File: src/rtl/givens_pair_scheduler.sv
`timescale 1ns/1ps
// givens_pair_scheduler
//
// Runs one Givens step on a row pair (p, q) through a shared CORDIC unit.
// Both rows are loaded, one vectoring op on pivot column k zeroes q[k], and
// rotation ops on columns k+1..N_COL-1 replay the captured angle inside the
// CORDIC. The updated rows are then streamed out in load order.
//
// States:
//   state      | meaning
//   -----------+-------------------------------------------------------
//   S_IDLE     | waiting for i_start; an illegal pivot column gives o_err
//   S_LOAD     | accepting p[0..N_COL-1] then q[0..N_COL-1]
//   S_VEC_TRIG | one-cycle vectoring trig on column k
//   S_VEC_WAIT | waiting for the vectoring finish (mode held at 1)
//   S_ROT_TRIG | one-cycle rotation trig on column j
//   S_ROT_WAIT | waiting for the rotation finish (mode held at 0)
//   S_DRAIN    | presenting the updated rows, held while stalled
//   S_DONE     | one-cycle o_done, then back to IDLE
//
// Ports:
//   i_clk, i_rst_n            clock, asynchronous active-low reset
//   i_start, i_col_k          job start (IDLE only) and pivot column
//   i_in_valid/o_in_ready     load handshake, data on i_in_data
//   o_out_valid/i_out_ready   result handshake, data on o_out_data
//   o_busy, o_done, o_err     status: not IDLE, job complete, error pulse
//   o_cordic_trig/mode/x/y    CORDIC start, mode (1 = vectoring), operands
//   i_cordic_x/y/finish       CORDIC results and result-valid strobe
//
// All outputs are registered. N_COL must be at least 2.

module givens_pair_scheduler #(
  parameter int N_COL   = 4,
  parameter int COL_W   = 2,
  parameter int DATA_W  = 12,
  parameter int TIMEOUT = 15
) (
  input  logic              i_clk,
  input  logic              i_rst_n,
  input  logic              i_start,
  input  logic [COL_W-1:0]  i_col_k,
  input  logic              i_in_valid,
  output logic              o_in_ready,
  input  logic [DATA_W-1:0] i_in_data,
  output logic              o_out_valid,
  input  logic              i_out_ready,
  output logic [DATA_W-1:0] o_out_data,
  output logic              o_busy,
  output logic              o_done,
  output logic              o_err,
  output logic              o_cordic_trig,
  output logic              o_cordic_mode,
  output logic [DATA_W-1:0] o_cordic_x,
  output logic [DATA_W-1:0] o_cordic_y,
  input  logic [DATA_W-1:0] i_cordic_x,
  input  logic [DATA_W-1:0] i_cordic_y,
  input  logic              i_cordic_finish
);

  localparam int IDX_W = COL_W + 1;
  localparam int TW    = $clog2(TIMEOUT + 1);

  localparam logic [IDX_W-1:0] N_COL_I   = IDX_W'(N_COL);
  localparam logic [IDX_W-1:0] LAST_IDX  = IDX_W'(2 * N_COL - 1);
  localparam logic [COL_W-1:0] LAST_COL  = COL_W'(N_COL - 1);
  // Down-counter loaded on trig; it is at TIMEOUT-m on the m-th cycle after
  // the trig, so reaching 1 without a finish puts o_err exactly TIMEOUT
  // cycles after the trig.
  localparam logic [TW-1:0]    WAIT_LOAD = TW'(TIMEOUT - 1);

  typedef enum logic [2:0] {
    S_IDLE,
    S_LOAD,
    S_VEC_TRIG,
    S_VEC_WAIT,
    S_ROT_TRIG,
    S_ROT_WAIT,
    S_DRAIN,
    S_DONE
  } state_t;

  state_t            state;
  // Slots 0..N_COL-1 hold row p, slots N_COL..2*N_COL-1 hold row q.
  logic [DATA_W-1:0] row_buf [2*N_COL];
  logic [COL_W-1:0]  col_k;
  logic [COL_W-1:0]  col_j;
  logic [IDX_W-1:0]  word_cnt;
  logic [TW-1:0]     wait_cnt;

  logic [COL_W-1:0]  k_next;
  logic [COL_W-1:0]  j_next;
  logic [IDX_W-1:0]  p_k_idx;
  logic [IDX_W-1:0]  q_k_idx;
  logic [IDX_W-1:0]  p_j_idx;
  logic [IDX_W-1:0]  q_j_idx;
  logic [IDX_W-1:0]  p_kn_idx;
  logic [IDX_W-1:0]  q_kn_idx;
  logic [IDX_W-1:0]  p_jn_idx;
  logic [IDX_W-1:0]  q_jn_idx;
  logic [IDX_W-1:0]  word_next;

  assign k_next    = col_k + 1'b1;
  assign j_next    = col_j + 1'b1;
  assign p_k_idx   = {1'b0, col_k};
  assign q_k_idx   = {1'b0, col_k} + N_COL_I;
  assign p_j_idx   = {1'b0, col_j};
  assign q_j_idx   = {1'b0, col_j} + N_COL_I;
  assign p_kn_idx  = {1'b0, k_next};
  assign q_kn_idx  = {1'b0, k_next} + N_COL_I;
  assign p_jn_idx  = {1'b0, j_next};
  assign q_jn_idx  = {1'b0, j_next} + N_COL_I;
  assign word_next = word_cnt + 1'b1;

  always_ff @(posedge i_clk or negedge i_rst_n) begin
    if (!i_rst_n) begin
      state         <= S_IDLE;
      col_k         <= '0;
      col_j         <= '0;
      word_cnt      <= '0;
      wait_cnt      <= '0;
      for (int i = 0; i < 2 * N_COL; i++) row_buf[i] <= '0;
      o_in_ready    <= 1'b0;
      o_out_valid   <= 1'b0;
      o_out_data    <= '0;
      o_busy        <= 1'b0;
      o_done        <= 1'b0;
      o_err         <= 1'b0;
      o_cordic_trig <= 1'b0;
      o_cordic_mode <= 1'b0;
      o_cordic_x    <= '0;
      o_cordic_y    <= '0;
    end else begin
      o_cordic_trig <= 1'b0;
      o_done        <= 1'b0;
      o_err         <= 1'b0;

      case (state)
        S_IDLE: begin
          if (i_start) begin
            if ({1'b0, i_col_k} >= N_COL_I) begin
              o_err <= 1'b1;
            end else begin
              col_k      <= i_col_k;
              word_cnt   <= '0;
              o_in_ready <= 1'b1;
              o_busy     <= 1'b1;
              state      <= S_LOAD;
            end
          end
        end

        S_LOAD: begin
          if (i_in_valid && o_in_ready) begin
            row_buf[word_cnt] <= i_in_data;
            if (word_cnt == LAST_IDX) begin
              o_in_ready    <= 1'b0;
              o_cordic_trig <= 1'b1;
              o_cordic_mode <= 1'b1;
              o_cordic_x    <= row_buf[p_k_idx];
              // q[N_COL-1] is the word arriving right now, not yet in the buffer.
              o_cordic_y    <= (col_k == LAST_COL) ? i_in_data : row_buf[q_k_idx];
              state         <= S_VEC_TRIG;
            end else begin
              word_cnt <= word_next;
            end
          end
        end

        S_VEC_TRIG: begin
          wait_cnt <= WAIT_LOAD;
          state    <= S_VEC_WAIT;
        end

        S_VEC_WAIT: begin
          if (i_cordic_finish) begin
            row_buf[p_k_idx] <= i_cordic_x;
            // The vectoring residue is forced to an exact zero.
            row_buf[q_k_idx] <= '0;
            if (col_k == LAST_COL) begin
              // Slot 0 is not written here since k = N_COL-1 > 0.
              word_cnt    <= '0;
              o_out_valid <= 1'b1;
              o_out_data  <= row_buf[0];
              state       <= S_DRAIN;
            end else begin
              col_j         <= k_next;
              o_cordic_trig <= 1'b1;
              o_cordic_mode <= 1'b0;
              o_cordic_x    <= row_buf[p_kn_idx];
              o_cordic_y    <= row_buf[q_kn_idx];
              state         <= S_ROT_TRIG;
            end
          end else if (wait_cnt == TW'(1)) begin
            o_err         <= 1'b1;
            o_busy        <= 1'b0;
            o_cordic_mode <= 1'b0;
            o_cordic_x    <= '0;
            o_cordic_y    <= '0;
            state         <= S_IDLE;
          end else begin
            wait_cnt <= wait_cnt - 1'b1;
          end
        end

        S_ROT_TRIG: begin
          wait_cnt <= WAIT_LOAD;
          state    <= S_ROT_WAIT;
        end

        S_ROT_WAIT: begin
          if (i_cordic_finish) begin
            row_buf[p_j_idx] <= i_cordic_x;
            row_buf[q_j_idx] <= i_cordic_y;
            if (col_j == LAST_COL) begin
              // Slot 0 is not written here since j = N_COL-1 > 0.
              word_cnt    <= '0;
              o_out_valid <= 1'b1;
              o_out_data  <= row_buf[0];
              state       <= S_DRAIN;
            end else begin
              col_j         <= j_next;
              o_cordic_trig <= 1'b1;
              o_cordic_mode <= 1'b0;
              o_cordic_x    <= row_buf[p_jn_idx];
              o_cordic_y    <= row_buf[q_jn_idx];
              state         <= S_ROT_TRIG;
            end
          end else if (wait_cnt == TW'(1)) begin
            o_err         <= 1'b1;
            o_busy        <= 1'b0;
            o_cordic_mode <= 1'b0;
            o_cordic_x    <= '0;
            o_cordic_y    <= '0;
            state         <= S_IDLE;
          end else begin
            wait_cnt <= wait_cnt - 1'b1;
          end
        end

        S_DRAIN: begin
          if (o_out_valid && i_out_ready) begin
            if (word_cnt == LAST_IDX) begin
              o_out_valid <= 1'b0;
              o_out_data  <= '0;
              o_done      <= 1'b1;
              state       <= S_DONE;
            end else begin
              word_cnt   <= word_next;
              o_out_data <= row_buf[word_next];
            end
          end
        end

        S_DONE: begin
          o_busy        <= 1'b0;
          o_cordic_mode <= 1'b0;
          o_cordic_x    <= '0;
          o_cordic_y    <= '0;
          state         <= S_IDLE;
        end

        default: begin
          o_busy        <= 1'b0;
          o_in_ready    <= 1'b0;
          o_out_valid   <= 1'b0;
          o_cordic_mode <= 1'b0;
          state         <= S_IDLE;
        end
      endcase
    end
  end

endmodule

File: config.mk
export PLATFORM = sky130hd
export DESIGN_NAME = givens_pair_scheduler
export DESIGN_NICKNAME = d
export VERILOG_FILES = /design/src/rtl/givens_pair_scheduler.sv
export SDC_FILE = /design/constraint.sdc
export NUM_CORES = 1
export LEC_CHECK = 0
export CAP_MARGIN = 15
export CORE_ASPECT_RATIO = 1.4
export CORE_MARGIN = 1
export CORE_UTILIZATION = 55
export CTS_CLUSTER_DIAMETER = 60
export DETAILED_ROUTE_END_ITERATION = 7
export HOLD_SLACK_MARGIN = 0.12
export PLACE_DENSITY = 0.76
export SETUP_SLACK_MARGIN = 0.5
export SLEW_MARGIN = 20
export SYNTH_ARGS = -nofsm -noshare
export SYNTH_HDL_FRONTEND = slang
export SYNTH_SLANG_ARGS = --single-unit
File: constraint.sdc
create_clock -name i_clk -period 4.85 [get_ports i_clk]
set_clock_uncertainty 0.15 [all_clocks]
set_input_delay 1.2125 -clock i_clk [delete_from_list [all_inputs] [get_ports i_clk]]
set_output_delay 1.2125 -clock i_clk [all_outputs]
set_load 0.01 [all_outputs]
==> out/qor.txt <==
===============================================================================================
Most frequent standard cell in the layout excluding fill and tap cells             sky130_fd_sc_hd__dfrtp_1
Relative slew slack                                                                       27.9%
Fraction of registers with async set/reset                                                 100%
Clock tree root buffer cell                                                        sky130_fd_sc_hd__clkbuf_16
Leading cell types in the layout, fill and taps excluded                           150 x sky130_fd_sc_hd__dfrtp_1, 125 x sky130_fd_sc_hd__a21oi_1, 85 x sky130_fd_sc_hd__clkdlybuf4s50_1, 83 x sky130_fd_sc_hd__o2bb2ai_1
Count of routing violations after the opening detailed-route iteration                     1333
CP max stage cell                                                                  sky130_fd_sc_hd__nand2b_1
Instance area at placement                                                           11500 um^2
Non-Filler Cell Area, Final                                                          12000 um^2
Synth Cell Area                                                                      10500 um^2
Number of placed I/O pins                                                                    87
Type of destination of the critical path                                                   flop
Detail Route Antenna Nets                                                                     0
Leading register cell type out of synthesis                                        sky130_fd_sc_hd__dfrtp_1
H-tree Lvls                                                                                   4
Detail-routed via count per cell                                                           7.51
Number of buffers and inverters on the critical path                                          4
Final cell count without fillers                                                           1289
Fraction of the mapped netlist area in simple logic gates                                 9.34%
Number of library cell types mapped by synthesis                                             64
Required time of the critical path                                                      5.01 ns
Synth Area in Compound Gates                                                              24.9%
Clock input transition at the sequential cells of the worst setup and hold paths        0.07 ns
Number of buffers inserted by port buffering                                                 86
Met3 global-route usage                                                                   8.24%
Share of final-layout standard cells stronger than drive strength 1                       14.0%
Total wirelength of the detailed-routed design                                         36400 um
Number of iterations in the first detailed-routing pass                                       6
Class of the tightest hold or removal check                                        flop to flop
Hold_ws                                                                                0.365 ns
Count of mapped cells out of synthesis                                                     1007
Final hold vios                                                                               0
Cells resized by post-CTS repair                                                              0
Number of placed instances with taps included                                              1258
Number of setup buffers added after CTS                                                       0
Chip Width                                                                               119 um
Overall die area                                                                     19700 um^2
Worst path most repeated cell                                                      sky130_fd_sc_hd__buf_4
Xor/xnor share of the synthesized area                                                   0.332%
Final weighted congestion of routability-driven global placement                          0.943
Placed wire-length estimate                                                            23200 um
Total of hold buffers inserted after clock tree synthesis                                     0
Run status                                                                         finished, final reports clean
Yosys warning count                                                                           0
Main combinational cell family by area after synthesis                             compound AO/OA/AOI/OAI gates
Kind of cell adding the most delay to the critical path                            buffers and inverters
Average size of a mapped cell                                                         10.5 um^2
Total clock buffers created by CTS                                                           17
Synth Net Count                                                                            1063
Kind of start point of the critical path                                           primary input
Largest net degree at the start of global routing                                            94
Final worst-path cycle share                                                              76.1%
Detailed-route DRC error count                                                                0
Pwr dens                                                                            775 nW/um^2
Busiest grt layer                                                                          met2
Core region area                                                                     18700 um^2
Later-pin clock latency in the skew report                                              0.43 ns
Share of synthesized area occupied by flip-flops and latches                              36.3%
Post-Synth Adder-Cell Area                                                                1.52%
Routed len/inst                                                                         28.2 um
Met1 layer usage reported by global route                                                 47.3%
Number of maximum-capacitance constraint violations                                           0
Initial Utilization                                                                       56.5%
Final setup viols                                                                             0
Number of enable-type register cells in the synthesized netlist                               0
Cell chain of the critical path                                                    clkdlybuf4s50_1 -> buf_4 -> clkinv_1 -> nor4_4 -> o22ai_1 -> buf_4 -> nand2b_1 -> o2bb2ai_1
Utilization after layout                                                                  64.4%
Number of register bits inferred by synthesis                                               153
Type of the setup path with the least slack                                        primary input to flop
Final net count                                                                            1089
Maximum fanout along the worst path                                                          16
Overall die height                                                                       166 um
Leakage power                                                                           4.78 nW
Longest Clk Path Bufs                                                                         2
First-pass GRT wire length                                                             55600 um
CTS tree                                                                                  built
Leftover overflow at the end of global routing                                                0
Total routing resource utilization after global routing                                   37.7%
Antenna violations before repair                                                              0
Summed negative setup slack over all endpoints                                             0 ns
Largest stage delay on the critical path                                                0.54 ns
Final count of pins violating max slew                                                        0
Setup repair after global routing missed its margin                                          no
Met2 track utilization from global routing                                                57.2%
Area delta synth->final                                                                   14.1%
Via count of the first global-routing pass                                                 9348
Clock tree sinks                                                                            153
Mux share of post-synthesis cell area                                                     22.7%
Maximum achievable frequency                                                            271 MHz
Critical path data arrival time                                                         3.85 ns
Slew at the pin with the worst max-slew slack                                           1.08 ns
Min Clock Period, post-route                                                            3.69 ns
Via count                                                                                  9684
Largest voltage drop on the vdd net                                                    0.350 mV
Number of placement rows                                                                     59
Number of diodes added for antenna fixing                                                     0
===============================================================================================
## path summary, 6_finish.rpt
kind | startpoint | endpoint | slack, ns | cells after the start
setup / recovery | i_cordic_finish | flop | 1.16 | 8
hold / removal | o_cordic_mode | o_cordic_mode | 0.36 | 2
setup reg to reg | state[0] | flop | 1.24 | 6
hold reg to reg | o_cordic_mode | o_cordic_mode | 0.36 | 2
max in group asynchronous | i_rst_n | o_cordic_x[5] | 2.96 | 2
min in group asynchronous | i_rst_n | o_cordic_trig | 0.72 | 1
## cell families after synthesis
family                     count (synthesis)
AOI/OAI and AO/OA                        375
muxes                                    148
buffers and inverters                    117
xor gates and xnor gates                   4
DFF                                      153
and+or+nand+nor                          197
adders and majority gates                 13
## per-layer routing
layer / share of wire, % / vias up
met5: 0 / -
met2: 47 / 784
li1: - / 3976
met3: 11 / 184
met4: 7.4 / 0
met1: 34 / 4740
## per-stage QoR
step	power, mW	setup slack (ns)
6_report	9.32	1.16
3_3_place_gp	7.66	0.894
4_1_cts	9.16	1.24
3_5_place_dp	7.81	0.825
2_1_floorplan	6.18	1.57
5_1_grt	9.73	1.04
## power by group
| part | total, mW | internal (mW) | switching (mW) |
|---|---|---|---|
| Combinational | 5.44 | 2.54 | 2.89 |
| Sequential | 2.55 | 1.82 | 0.729 |
| Clock | 1.34 | 0.770 | 0.566 |
## synthesized netlist by cell type (2+ instances only)
library cell / number / area share (%)
sky130_fd_sc_hd__a22o_1: 5 / 0.42
sky130_fd_sc_hd__mux2i_1: 73 / 6.9
sky130_fd_sc_hd__a32oi_1: 2 / 0.17
sky130_fd_sc_hd__a21oi_1: 125 / 5.9
sky130_fd_sc_hd__nor2b_1: 16 / 0.95
sky130_fd_sc_hd__o22ai_1: 10 / 0.59
sky130_fd_sc_hd__xor2_1: 2 / 0.17
sky130_fd_sc_hd__mux4_2: 73 / 16
sky130_fd_sc_hd__o2bb2ai_1: 83 / 6.9
sky130_fd_sc_hd__ha_1: 12 / 1.4
sky130_fd_sc_hd__clkbuf_1: 57 / 2.0
sky130_fd_sc_hd__a31oi_1: 4 / 0.24
sky130_fd_sc_hd__a211o_1: 23 / 1.9
sky130_fd_sc_hd__nor2_1: 50 / 1.8
sky130_fd_sc_hd__nand3b_1: 2 / 0.14
sky130_fd_sc_hd__and2_0: 5 / 0.30
sky130_fd_sc_hd__nor3_1: 8 / 0.38
sky130_fd_sc_hd__nand3_1: 7 / 0.33
sky130_fd_sc_hd__and2_1: 13 / 0.77
sky130_fd_sc_hd__nor3b_1: 3 / 0.21
sky130_fd_sc_hd__buf_6: 2 / 0.21
sky130_fd_sc_hd__a2bb2oi_1: 10 / 0.83
sky130_fd_sc_hd__buf_1: 5 / 0.18
sky130_fd_sc_hd__buf_4: 3 / 0.21
sky130_fd_sc_hd__a22oi_1: 72 / 5.1
sky130_fd_sc_hd__mux2_2: 2 / 0.21
sky130_fd_sc_hd__dfrtp_1: 153 / 36
sky130_fd_sc_hd__and3_1: 4 / 0.24
sky130_fd_sc_hd__xnor2_1: 2 / 0.17
sky130_fd_sc_hd__o21ai_0: 22 / 1.0
sky130_fd_sc_hd__nand2_1: 62 / 2.2
sky130_fd_sc_hd__a21o_1: 5 / 0.36
sky130_fd_sc_hd__nand2b_1: 10 / 0.59
sky130_fd_sc_hd__and3b_1: 4 / 0.33
sky130_fd_sc_hd__and4b_1: 2 / 0.19
sky130_fd_sc_hd__or4_1: 2 / 0.14
sky130_fd_sc_hd__buf_2: 36 / 1.7
sky130_fd_sc_hd__inv_1: 12 / 0.43
## layout make-up
class	count	area, um^2
repair buffers	110	1050
inverters	14	52.6
flip-flops and latches	153	3830
fillers	1482	6640
clock inverters	11	123
well taps	244	305
multi-input cells	737	6220
clock buffers	20	447
## worst register-to-register path, delay by kind of cell (launching register included)
kind | cells | cell delay [ns]
compound gates | 2 | 0.43
buf+inv | 2 | 0.75
flops | 1 | 0.81
simple gates | 2 | 1.35
No activity file was read; power rests on OpenSTA's default activity.
